[src/rtl/bcd_serial_adder_pkg.sv]
// bcd_serial_adder_pkg: shared FSM encoding, BCD constants and counter-width helper
package bcd_serial_adder_pkg;
  typedef enum logic [1:0] {S_IDLE, S_RUN, S_DONE} state_t;
  localparam logic [3:0] BCD_MAX = 4'd9;
  localparam logic [3:0] BCD_CORR = 4'd6;
  function automatic int clog2(input int n);
    return (n < 2) ? 1 : $clog2(n);
  endfunction
endpackage

[src/rtl/bcd_digit_adder.sv]
// bcd_digit_adder: one-digit BCD add with decimal correction above nine
module bcd_digit_adder
  import bcd_serial_adder_pkg::*;
(
  input  logic [3:0] x,
  input  logic [3:0] y,
  input  logic       cin,
  output logic [3:0] s,
  output logic       cout
);
  logic [4:0] t;
  assign t = {1'b0, x} + {1'b0, y} + {4'b0, cin};
  assign cout = t > {1'b0, BCD_MAX};
  assign s = cout ? t[3:0] + BCD_CORR : t[3:0];
endmodule

[src/rtl/bcd_serial_adder.sv]
// bcd_serial_adder: digit-serial N-digit BCD adder/subtractor, LSD first
module bcd_serial_adder
  import bcd_serial_adder_pkg::*;
#(
  parameter int DIGITS = 4
) (
  input  logic                clk,
  input  logic                rst,
  input  logic                start,
  input  logic                sub,
  input  logic [4*DIGITS-1:0] a,
  input  logic [4*DIGITS-1:0] b,
  output logic                busy,
  output logic                done,
  output logic [4*DIGITS-1:0] sum,
  output logic                cout,
  output logic                err
);
  localparam int W = 4 * DIGITS;
  localparam int CW = clog2(DIGITS);
  localparam logic [CW-1:0] LAST = CW'(DIGITS - 1);
  state_t state, state_n;
  logic [W-1:0] a_sr, b_sr, res, res_n;
  logic [CW-1:0] cnt;
  logic [3:0] bd, dig;
  logic sub_r, c_r, err_p, accept, last, bad, dco;
  assign busy = state == S_RUN;
  assign done = state == S_DONE;
  assign accept = start && !busy;
  assign last = cnt == LAST;
  assign bd = sub_r ? BCD_MAX - b_sr[3:0] : b_sr[3:0];
  assign res_n = W'({dig, res} >> 4);
  bcd_digit_adder u_digit (
    .x   (a_sr[3:0]),
    .y   (bd),
    .cin (c_r),
    .s   (dig),
    .cout(dco)
  );
  // flag any operand digit above nine at accept time
  always_comb begin
    bad = 1'b0;
    for (int i = 0; i < DIGITS; i++) bad = bad | (a[4*i+:4] > BCD_MAX) | (b[4*i+:4] > BCD_MAX);
  end
  // next state: RUN until the last digit, otherwise start decides
  always_comb begin
    state_n = busy ? (last ? S_DONE : S_RUN) : (start ? S_RUN : S_IDLE);
  end
  // state register
  always_ff @(posedge clk) begin
    if (rst) state <= S_IDLE;
    else state <= state_n;
  end
  // operand shifting, digit accumulation and result capture on the last digit
  always_ff @(posedge clk) begin
    if (rst) begin
      a_sr <= '0;
      b_sr <= '0;
      res <= '0;
      cnt <= '0;
      sub_r <= 1'b0;
      c_r <= 1'b0;
      err_p <= 1'b0;
      sum <= '0;
      cout <= 1'b0;
      err <= 1'b0;
    end else if (accept) begin
      a_sr <= a;
      b_sr <= b;
      res <= '0;
      cnt <= '0;
      sub_r <= sub;
      c_r <= sub;
      err_p <= bad;
    end else if (busy) begin
      a_sr <= a_sr >> 4;
      b_sr <= b_sr >> 4;
      res <= res_n;
      cnt <= cnt + 1'b1;
      c_r <= dco;
      if (last) begin
        sum <= err_p ? '0 : res_n;
        cout <= !err_p && dco;
        err <= err_p;
      end
    end
  end
endmodule

[config.mk]
export PLATFORM = sky130hd
export DESIGN_NAME = bcd_serial_adder
export DESIGN_NICKNAME = d
export VERILOG_FILES = /design/src/rtl/bcd_serial_adder_pkg.sv /design/src/rtl/bcd_digit_adder.sv /design/src/rtl/bcd_serial_adder.sv
export SDC_FILE = /design/constraint.sdc
export NUM_CORES = 1
export LEC_CHECK = 0
export ABC_AREA = 1
export CAP_MARGIN = 10
export CORE_ASPECT_RATIO = 1.25
export CORE_UTILIZATION = 25
export CTS_CLUSTER_SIZE = 12
export DETAILED_ROUTE_END_ITERATION = 8
export PLACE_DENSITY_LB_ADDON = 0.05
export SLEW_MARGIN = 20
export SYNTH_ARGS = -nofsm -noshare
export SYNTH_HDL_FRONTEND = slang
export SYNTH_SLANG_ARGS = --single-unit
[constraint.sdc]
create_clock -name clk -period 2.4 [get_ports clk]
set_input_delay 0.72 -clock clk [delete_from_list [all_inputs] [get_ports clk]]
set_output_delay 0.72 -clock clk [all_outputs]
set_load 0.1 [all_outputs]
==> results of run 1 <==
## final timing paths
check        slack [ns]                 start                    to
max                0.13    sub_r$_SDFFE_PP0P_  res[15]$_SDFFE_PP0P_
min                0.45  sum[15]$_SDFFE_PP0P_  sum[15]$_SDFFE_PP0P_
max reg2reg        0.13    sub_r$_SDFFE_PP0P_  res[15]$_SDFFE_PP0P_
min reg2reg        0.45  sum[15]$_SDFFE_PP0P_  sum[15]$_SDFFE_PP0P_
## timing repair
item                                    CTS  global route
gates resized for setup                   1            18
endpoints found under the setup margin    1             8
setup buffers                             1             2
pin swaps                                 1             3
hold buffers                              0             0
## metal layers
metal / wire, um / GRT usage / share of wire
met5: 0 / 0 / 0
met4: 174 / 0.0721 / 0.020
met3: 284 / 0.0251 / 0.033
met2: 4330 / 0.257 / 0.51
met1: 3710 / 0.160 / 0.44
## where the power goes
group          leakage [nW]  switching, mW  internal (mW)
registers             0.563         0.0223           1.19
logic                  1.26          0.272          0.221
clock network         0.139          0.481          0.777
total                  1.96          0.775           2.19
## registers in the layout, summed over array words and instances (netlist names)
| register | cells |
|---|---|
| cnt | 2 |
| a_sr | 16 |
| sum | 16 |
| state | 2 |
| cout | 1 |
| b_sr | 16 |
| c_r | 1 |
| sub_r | 1 |
| err | 1 |
| err_p | 1 |
| res | 12 |
## critical path: cells and delay by family, from the launching register on
kind                       cells  cell delay [ns]
DFF                            1             0.33
buffers and inverters          3             0.20
AOI/OAI and AO/OA              1             0.15
adders and majority gates      3             0.91
and+or+nand+nor                6             0.43
xor gates and xnor gates       1             0.13
## kinds of logic after synthesis
| logic type | after synthesis | share of synthesized area |
|---|---|---|
| and+or+nand+nor | 163 | 0.222 |
| buffers and inverters | 88 | 0.121 |
| adders and majority gates | 8 | 0.0361 |
| xor gates and xnor gates | 3 | 0.00825 |
| AOI/OAI and AO/OA | 81 | 0.178 |
| DFF | 69 | 0.434 |
## cell type report
| cell class | instances | area (um^2) |
|---|---|---|
| clock inverter | 1 | 5.00 |
| sequential | 69 | 1390 |
| timing repair buffer | 74 | 681 |
| multi-input combinational | 255 | 1470 |
| tap | 164 | 205 |
| inverter | 73 | 285 |
| clock buffer | 14 | 274 |
| fill | 1382 | 7970 |
## metrics by stage
| stage | cells | power [mW] | setup slack, ns |
|---|---|---|---|
| floorplan | 412 | 1.52 | 0.0723 |
| global placement | 632 | 1.70 | 0.0409 |
| detailed placement | 632 | 1.70 | -0.0142 |
| CTS | 648 | 2.98 | 0.0133 |
| global route | 650 | 3.12 | -0.00122 |
| finish | 650 | 2.96 | 0.128 |
## placed cells by master (no fill, tap or decap), types with 3 or more instances in the layout
master           Yosys  final
buf_4                1     36
nand2_1            124    122
nand2_2              5      7
o22ai_1              3      3
dfxtp_1             69     66
dfxtp_2              0      3
nand3_1             12     11
a22o_1               8      8
buf_12               0      3
inv_1               66     63
inv_2                4      7
o211ai_2             8      8
o211ai_1             4      4
nor2_1              11     11
o21ai_0             19     17
clkdlybuf4s50_1      0     35
clkbuf_16            0      9
clkbuf_8             0      3
a21oi_1             26     25
nand2_4              4      4
o221ai_1             4      4
ha_1                 6      4
==> impl_metrics.env, run 1 <==
export IMPL_gp_congestion=0.701
export IMPL_finalClockSkew_ns=0.00479
export IMPL_io_buffers=55
export IMPL_wl_per_cell_um=13.1
export IMPL_r2r_cells=14
export IMPL_setup_viol=0
export IMPL_overflow=0
export IMPL_cp_cell_sequence="xnor2_2 -> fa_2 -> inv_2 -> fa_2 -> inv_2 -> ha_4 -> nand2_2 -> a21boi_2 -> nand2_2 -> nand2_4 -> nand3_2 -> nand3_1 -> nand2_1 -> inv_1"
export IMPL_ir_worst_vdd_v=0.000256
export IMPL_dp_hpwl_mm=6.18
export IMPL_hold_class="register to register"
export IMPL_slew_viol_final=0
export IMPL_slowest_delay_ns=0.45
export IMPL_first_global_vias=2864
export IMPL_crit_type="register to register"
export IMPL_nets=526
export IMPL_final_area_um2=4310
export IMPL_cts_root_buf="clkbuf_16"
export IMPL_synthFlopType="dfxtp_1"
export IMPL_synth_seq_cells=69
export IMPL_outcome="complete, no violations"
export IMPL_crit_slowest_cell="fa_2"
export IMPL_final_core_util=0.351
export IMPL_drive_gt1_frac=0.206
export IMPL_cts_tree="built"
export IMPL_cts_reportedPaths_clkPinSlew_ns=0.05
export IMPL_cellPowerDensity_nw_per_um2=688
export IMPL_grt_max_degree=30
export IMPL_max_cap_viol_count=0
export IMPL_place_area_um2=3950
export IMPL_synth_cell_types=41
export IMPL_ys_warn_count=0
export IMPL_synthCells=412
export IMPL_required_ns=2.63
export IMPL_cts_buffers=9
export IMPL_area_growth_pct=35.3
export IMPL_synth_top_area_frac=0.434
export IMPL_fmax_mhz=440
export IMPL_relSlewSlack=0.752
export IMPL_hold_slack_ns=0.452
export IMPL_row_count=45
export IMPL_synthTopCellsByCount="nand2_1 (124), dfxtp_1 (69), inv_1 (66)"
export IMPL_tightest_slew_ns=0.372
export IMPL_grt_pass1_wl_mm=14.0
export IMPL_clock_sinks=69
export IMPL_htree_levels=3
export IMPL_dr_pass1_iters=4
export IMPL_p_leak_nw=1.96
export IMPL_die_area_um2=13200
export IMPL_whs_path_depth=2
export IMPL_die_h_um=128
export IMPL_antenna_cells=0
export IMPL_finalSetupTns_ns=0
export IMPL_drc=0
export IMPL_arrival_ns=2.50
export IMPL_cp_max_fo=7
export IMPL_yosysTopAreaCell="dfxtp_1"
export IMPL_startpoint_type="register"
export IMPL_syn_num_nets=456
export IMPL_initial_core_util=0.259
export IMPL_synth_edf_count=0
export IMPL_io_pins=56
export IMPL_wirelength_mm=8.50
export IMPL_ys_seq_area_frac=0.434
export IMPL_synthTopCellsByArea="dfxtp_1 (43%), nand2_1 (15%), inv_1 (7.8%), a21oi_1 (4.1%), o211ai_2 (3.1%)"
export IMPL_via_per_inst=4.25
export IMPL_yosysMostFrequentCell="nand2_1"
export IMPL_period_minus_slack_ns=2.27
export IMPL_final_hold_viol_count=0
export IMPL_num_vias=2764
export IMPL_drt_iter0_markers=96
export IMPL_syn_area_um2=3180
export IMPL_coreArea_um2=12300
export IMPL_clk_latency_ns=0.33
export IMPL_synth_async_sr_flop_share=0
export IMPL_syn_mean_instance_area_um2=7.73
export IMPL_die_w_um=103
export IMPL_min_period_over_period=0.947
export IMPL_antenna_found_initial=0
export IMPL_drtAntennaViolNets=0
export IMPL_clock_path_buffers=2
export IMPL_setup_worst_path_end_class="register"
export IMPL_grt_use_total=0.144
Note: power is estimated with default switching activity, not from simulation.
==> run 2: changes to the inputs <==
--- a/config.mk
+++ b/config.mk
@@ -8,7 +8,7 @@
 export ABC_AREA = 1
 export CAP_MARGIN = 10
 export CORE_ASPECT_RATIO = 1.25
-export CORE_UTILIZATION = 25
+export CORE_UTILIZATION = 45
 export CTS_CLUSTER_SIZE = 12
 export DETAILED_ROUTE_END_ITERATION = 8
 export PLACE_DENSITY_LB_ADDON = 0.05
==> impl_metrics.env, run 2 (synthesized netlist as in run 1, its figures left out) <==
export IMPL_outcome="complete, no violations"
export IMPL_overflow=0
export IMPL_tightest_slew_ns=0.371
export IMPL_critPathLaunch="b_sr[0]$_SDFFE_PP0P_"
export IMPL_drt_iter0_markers=96
export IMPL_grt_max_degree=30
export IMPL_power_frac_clock=0.397
export IMPL_antenna_found_initial=0
export IMPL_setup_worst_path_end_class="register"
export IMPL_ir_worst_vdd_v=0.000404
export IMPL_die_h_um=96.1
export IMPL_gp_congestion=0.802
export IMPL_die_w_um=77.2
export IMPL_final_common_cell="nand2_1"
export IMPL_dr_pass1_iters=4
export IMPL_period_minus_slack_ns=2.35
export IMPL_cts_tree="built"
export IMPL_power_frac_seq=0.428
export IMPL_fin_ws_ns=0.0514
export IMPL_dp_slack_ns=-0.0534
export IMPL_first_global_vias=2628
export IMPL_io_pins=56
export IMPL_crit_end="res[13]$_SDFFE_PP0P_"
export IMPL_via_per_inst=4.86
export IMPL_regToRegEndpoint="res[13]$_SDFFE_PP0P_"
export IMPL_hold_class="register to register"
export IMPL_r2r_start="b_sr[0]$_SDFFE_PP0P_"
export IMPL_grt_setup_unrepaired="true"
export IMPL_grt_use_total=0.212
export IMPL_final_hold_viol_count=0
export IMPL_nets=528
export IMPL_clock_path_buffers=2
export IMPL_whs_path_depth=2
export IMPL_cts_reportedPaths_clkPinSlew_ns=0.07
export IMPL_coreArea_um2=6690
export IMPL_wl_per_cell_um=12.8
export IMPL_startpoint_type="register"
export IMPL_clock_sinks=69
export IMPL_drtAntennaViolNets=0
export IMPL_antenna_cells=0
export IMPL_p_switching_uw=732
export IMPL_final_area_um2=4160
export IMPL_initial_core_util=0.476
export IMPL_top_regs="a_sr (16), b_sr (16), sum (16)"
export IMPL_wirelength_mm=7.39
export IMPL_cts_buffers=9
export IMPL_setup_viol=0
export IMPL_drc=0
export IMPL_arrival_ns=2.59
export IMPL_hold_slack_ns=0.459
export IMPL_max_cap_viol_count=0
export IMPL_layout_common_cells="nand2_1 (123), dfxtp_1 (65), inv_1 (62), buf_4 (40), clkdlybuf4s50_1 (35)"
export IMPL_r2r_cells=15
export IMPL_drive_gt1_frac=0.215
export IMPL_p_int_mw=2.10
export IMPL_fill_cells=661
export IMPL_num_vias=2799
export IMPL_fmax_mhz=426
export IMPL_relSlewSlack=0.752
export IMPL_finalClockSkew_ns=0.0113
export IMPL_area_growth_pct=30.6
export IMPL_slew_viol_final=0
export IMPL_r2r_setup_slack_ns=0.05
export IMPL_switching_share=0.259
export IMPL_cp_max_fo=7
export IMPL_cts_root_buf="clkbuf_8"
export IMPL_crit_type="register to register"
export IMPL_clk_latency_ns=0.34
export IMPL_power_frac_comb=0.175
export IMPL_grt_pass1_wl_mm=12.1
export IMPL_row_count=33
export IMPL_htree_levels=3
export IMPL_cellPowerDensity_nw_per_um2=681
export IMPL_die_area_um2=7420
export IMPL_place_area_um2=3830
export IMPL_required_ns=2.64
export IMPL_p_leak_nw=1.94
export IMPL_min_period_over_period=0.979
export IMPL_dp_hpwl_mm=5.27
export IMPL_io_buffers=55
-- run 2: cell types whose count changed in the layout (fill, tap and decap cells not counted), sizes merged --
cell | previous run | this run
buf | 39 | 41
bufinv | 0 | 3
clkbuf | 14 | 9
clkinv | 2 | 5
-- run 2: how the worst min path moves through the flow --
stage                           from               endpoint  slack, ns
2_1_floorplan  a_sr[12]$_SDFFE_PP0P_  a_sr[12]$_SDFFE_PP0P_       0.44
3_3_place_gp    sum[12]$_SDFFE_PP0P_   sum[12]$_SDFFE_PP0P_       0.44
3_5_place_dp    sum[15]$_SDFFE_PP0P_   sum[15]$_SDFFE_PP0P_       0.45
4_1_cts          res[4]$_SDFFE_PP0P_    res[4]$_SDFFE_PP0P_       0.46
5_1_grt          res[4]$_SDFFE_PP0P_    res[4]$_SDFFE_PP0P_       0.48
6_report         res[4]$_SDFFE_PP0P_    res[4]$_SDFFE_PP0P_       0.46
-- run 2: metrics by stage --
stage	std cells	util	setup TNS (ns)	power (mW)
floorplan	412	-	0	1.52
detailed placement	555	0.572	-0.0578	1.67
CTS	572	0.609	0	2.79
finish	576	0.622	0	2.83
global placement	555	0.572	0	1.67
global route	576	0.622	-0.443	2.96
-- run 2: area by class of cell --
cell class | instances | area (um^2) | share of cell area
multi-input cells | 255 | 1470 | 0.354
flip-flops and latches | 69 | 1390 | 0.333
repair buffers | 76 | 671 | 0.161
inverters | 73 | 285 | 0.0686
clock buffers | 9 | 124 | 0.0298
clock inverters | 7 | 114 | 0.0274
well taps | 87 | 109 | 0.0262
-- run 2: routing by layer --
metal  GRT usage  wire length [um]  vias up
met5           0                 0        -
met4      0.0865               133        0
met3      0.0445               252       12
met2       0.386              3770       58
met1       0.240              3230     1279
li1            -                 -     1450
-- run 2: power by group through the flow --
stage / Combinational [mW] / Sequential [mW] / Clock (mW)
after detailed placement: 0.438 / 1.24 / 0
after floorplan: 0.290 / 1.23 / 0
after CTS: 0.445 / 1.21 / 1.14
after global placement: 0.431 / 1.23 / 0
after global routing: 0.552 / 1.22 / 1.19
final: 0.496 / 1.21 / 1.12
-- run 2: timing repair --
item,CTS,global route
hold buffers,0,0
resized for setup,2,17
setup endpoints to repair,5,8
pin swaps,2,7
setup buffers,1,4
-- run 2: critical path: stages, from the launching register on --
cell and delay (ns):
dfxtp_2 0.34, xnor2_2 0.18, fa_2 0.22, inv_2 0.05, fa_2 0.54, inv_2 0.05, ha_4 0.16, nand2_2 0.05
a21boi_4 0.18, nand2_2 0.10, nand2_4 0.11, nand2_2 0.07, nand2_1 0.05, nand2_1 0.05, nand2_1 0.06, inv_1 0.04
==> run 3: changes to the inputs <==
--- a/config.mk
+++ b/config.mk
@@ -8,7 +8,8 @@
 export ABC_AREA = 1
 export CAP_MARGIN = 10
 export CORE_ASPECT_RATIO = 1.25
-export CORE_UTILIZATION = 45
+export CORE_UTILIZATION = 25
+export CTS_BUF_LIST = sky130_fd_sc_hd__clkbuf_4
 export CTS_CLUSTER_SIZE = 12
 export DETAILED_ROUTE_END_ITERATION = 8
 export PLACE_DENSITY_LB_ADDON = 0.05
==> impl_metrics.env, run 3 (synthesized netlist as in run 1, its figures left out) <==
export IMPL_drive_gt1_frac=0.204
export IMPL_clock_path_buffers=2
export IMPL_period_minus_slack_ns=2.28
export IMPL_switching_share=0.300
export IMPL_hold_class="register to register"
export IMPL_slew_viol_final=0
export IMPL_required_ns=2.75
export IMPL_p_switching_uw=699
export IMPL_htree_levels=3
export IMPL_r2r_start="sub_r$_SDFFE_PP0P_"
export IMPL_critPathLaunch="sub_r$_SDFFE_PP0P_"
export IMPL_power_frac_clock=0.269
export IMPL_dp_hpwl_mm=6.18
export IMPL_grt_max_degree=30
export IMPL_cts_tree="built"
export IMPL_stdcell_count=651
export IMPL_antenna_found_initial=1
export IMPL_first_global_vias=2875
export IMPL_final_core_util=0.336
export IMPL_drc=0
export IMPL_cts_reportedPaths_clkPinSlew_ns=0.11
export IMPL_nets=526
export IMPL_cp_max_fo=7
export IMPL_setup_worst_path_end_class="register"
export IMPL_cellPowerDensity_nw_per_um2=564
export IMPL_power_frac_comb=0.212
export IMPL_min_period_over_period=0.952
export IMPL_die_h_um=128
export IMPL_tightest_slew_ns=0.375
export IMPL_fmax_mhz=438
export IMPL_coreArea_um2=12300
export IMPL_p_int_mw=1.63
export IMPL_finalSetupTns_ns=0
export IMPL_die_area_um2=13200
export IMPL_top_regs="a_sr (16), b_sr (16), sum (16)"
export IMPL_hold_path_startpoint="sum[15]$_SDFFE_PP0P_"
export IMPL_cts_buffers=9
export IMPL_finalClockSkew_ns=0.0112
export IMPL_setup_viol=0
export IMPL_gp_congestion=0.701
export IMPL_wirelength_mm=8.47
export IMPL_die_w_um=103
export IMPL_wl_per_cell_um=13.0
export IMPL_overflow=0
export IMPL_startpoint_type="register"
export IMPL_grt_use_total=0.142
export IMPL_hold_slack_ns=0.459
export IMPL_final_hold_viol_count=0
export IMPL_io_buffers=55
export IMPL_outcome="complete, no violations"
export IMPL_cts_root_buf="clkbuf_4"
export IMPL_grt_setup_unrepaired="true"
export IMPL_max_cap_viol_count=0
export IMPL_fin_ws_ns=0.115
export IMPL_io_pins=56
export IMPL_drt_iter0_markers=73
export IMPL_clk_latency_ns=0.41
export IMPL_via_per_inst=4.29
export IMPL_dp_slack_ns=-0.0142
export IMPL_p_leak_nw=1.88
export IMPL_layout_common_cells="nand2_1 (122), dfxtp_1 (66), inv_1 (63), buf_4 (36), clkdlybuf4s50_1 (35)"
export IMPL_initial_core_util=0.259
export IMPL_clock_sinks=69
export IMPL_row_count=45
export IMPL_grt_pass1_wl_mm=14.0
export IMPL_ir_worst_vdd_v=0.000161
export IMPL_dr_pass1_iters=4
export IMPL_power_frac_seq=0.520
export IMPL_drtAntennaViolNets=0
export IMPL_area_growth_pct=29.7
export IMPL_arrival_ns=2.63
export IMPL_num_vias=2792
export IMPL_crit_type="register to register"
export IMPL_placed_cells=632
export IMPL_final_common_cell="nand2_1"
export IMPL_relSlewSlack=0.750
==> run 3: cell count changes in the layout (fill, tap and decap cells not counted), sizes merged <==
cell	previous run	this run
diode	0	1
bufinv	3	0
buf	41	39
clkbuf	9	11
==> run 3: stage by stage <==
step | power, mW | instance area [um^2]
floorplan | 1.52 | 3180
global placement | 1.70 | 3950
detailed placement | 1.70 | 3950
CTS | 2.35 | 4060
global route | 2.48 | 4130
finish | 2.33 | 4130
==> run 3: critical path, stage by stage (launching register included) <==
cell and delay (ns):
dfxtp_2 0.35, xnor2_2 0.13, fa_2 0.33, inv_2 0.08, fa_2 0.45, inv_2 0.09
ha_4 0.13, nand2_2 0.03, a21boi_2 0.15, nand2_2 0.11, nand2_4 0.09, nand2_2 0.08
nand3_1 0.08, a21oi_2 0.11
==> run 3: path summary, 6_finish.rpt <==
| check | to | slack [ns] | depth (start not counted) |
|---|---|---|---|
| setup / recovery | sum[13]$_SDFFE_PP0P_ | 0.12 | 13 |
| hold / removal | sum[15]$_SDFFE_PP0P_ | 0.46 | 2 |
| setup reg to reg | sum[13]$_SDFFE_PP0P_ | 0.12 | 13 |
| hold reg to reg | sum[15]$_SDFFE_PP0P_ | 0.46 | 2 |
==> run 3: final cells by class <==
cell class              count  area, um^2
repair buffers             74         681
inverters                  73         285
fillers                  1407        8140
clock inverters             4        16.3
multi-input cells         255        1470
well taps                 164         205
flip-flops and latches     69        1390
diodes                      1        2.50
clock buffers              11        82.6
==> run 3: power groups by stage <==
| stage | logic [mW] | clock network [mW] | registers, mW |
|---|---|---|---|
| 6_report | 0.492 | 0.625 | 1.21 |
| 5_1_grt | 0.553 | 0.712 | 1.22 |
| 4_1_cts | 0.472 | 0.663 | 1.21 |
| 3_5_place_dp | 0.468 | 0 | 1.24 |
| 3_3_place_gp | 0.467 | 0 | 1.23 |
| 2_1_floorplan | 0.290 | 0 | 1.23 |
==> run 3: metal layers <==
layer  vias up  GRT usage  share of wire
met3        14     0.0245          0.037
met4         0     0.0713          0.022
met1      1263      0.159           0.43
met2        63      0.253           0.51
met5         -          0              0
li1       1452          -              -
==> run 3: timing repair <==
| action | in CTS | in global routing |
|---|---|---|
| pin swaps | 1 | 3 |
| setup endpoints to repair | 2 | 8 |
| resized for setup | 2 | 17 |
| hold buffers | 0 | 0 |
| buffers inserted | 1 | 2 |
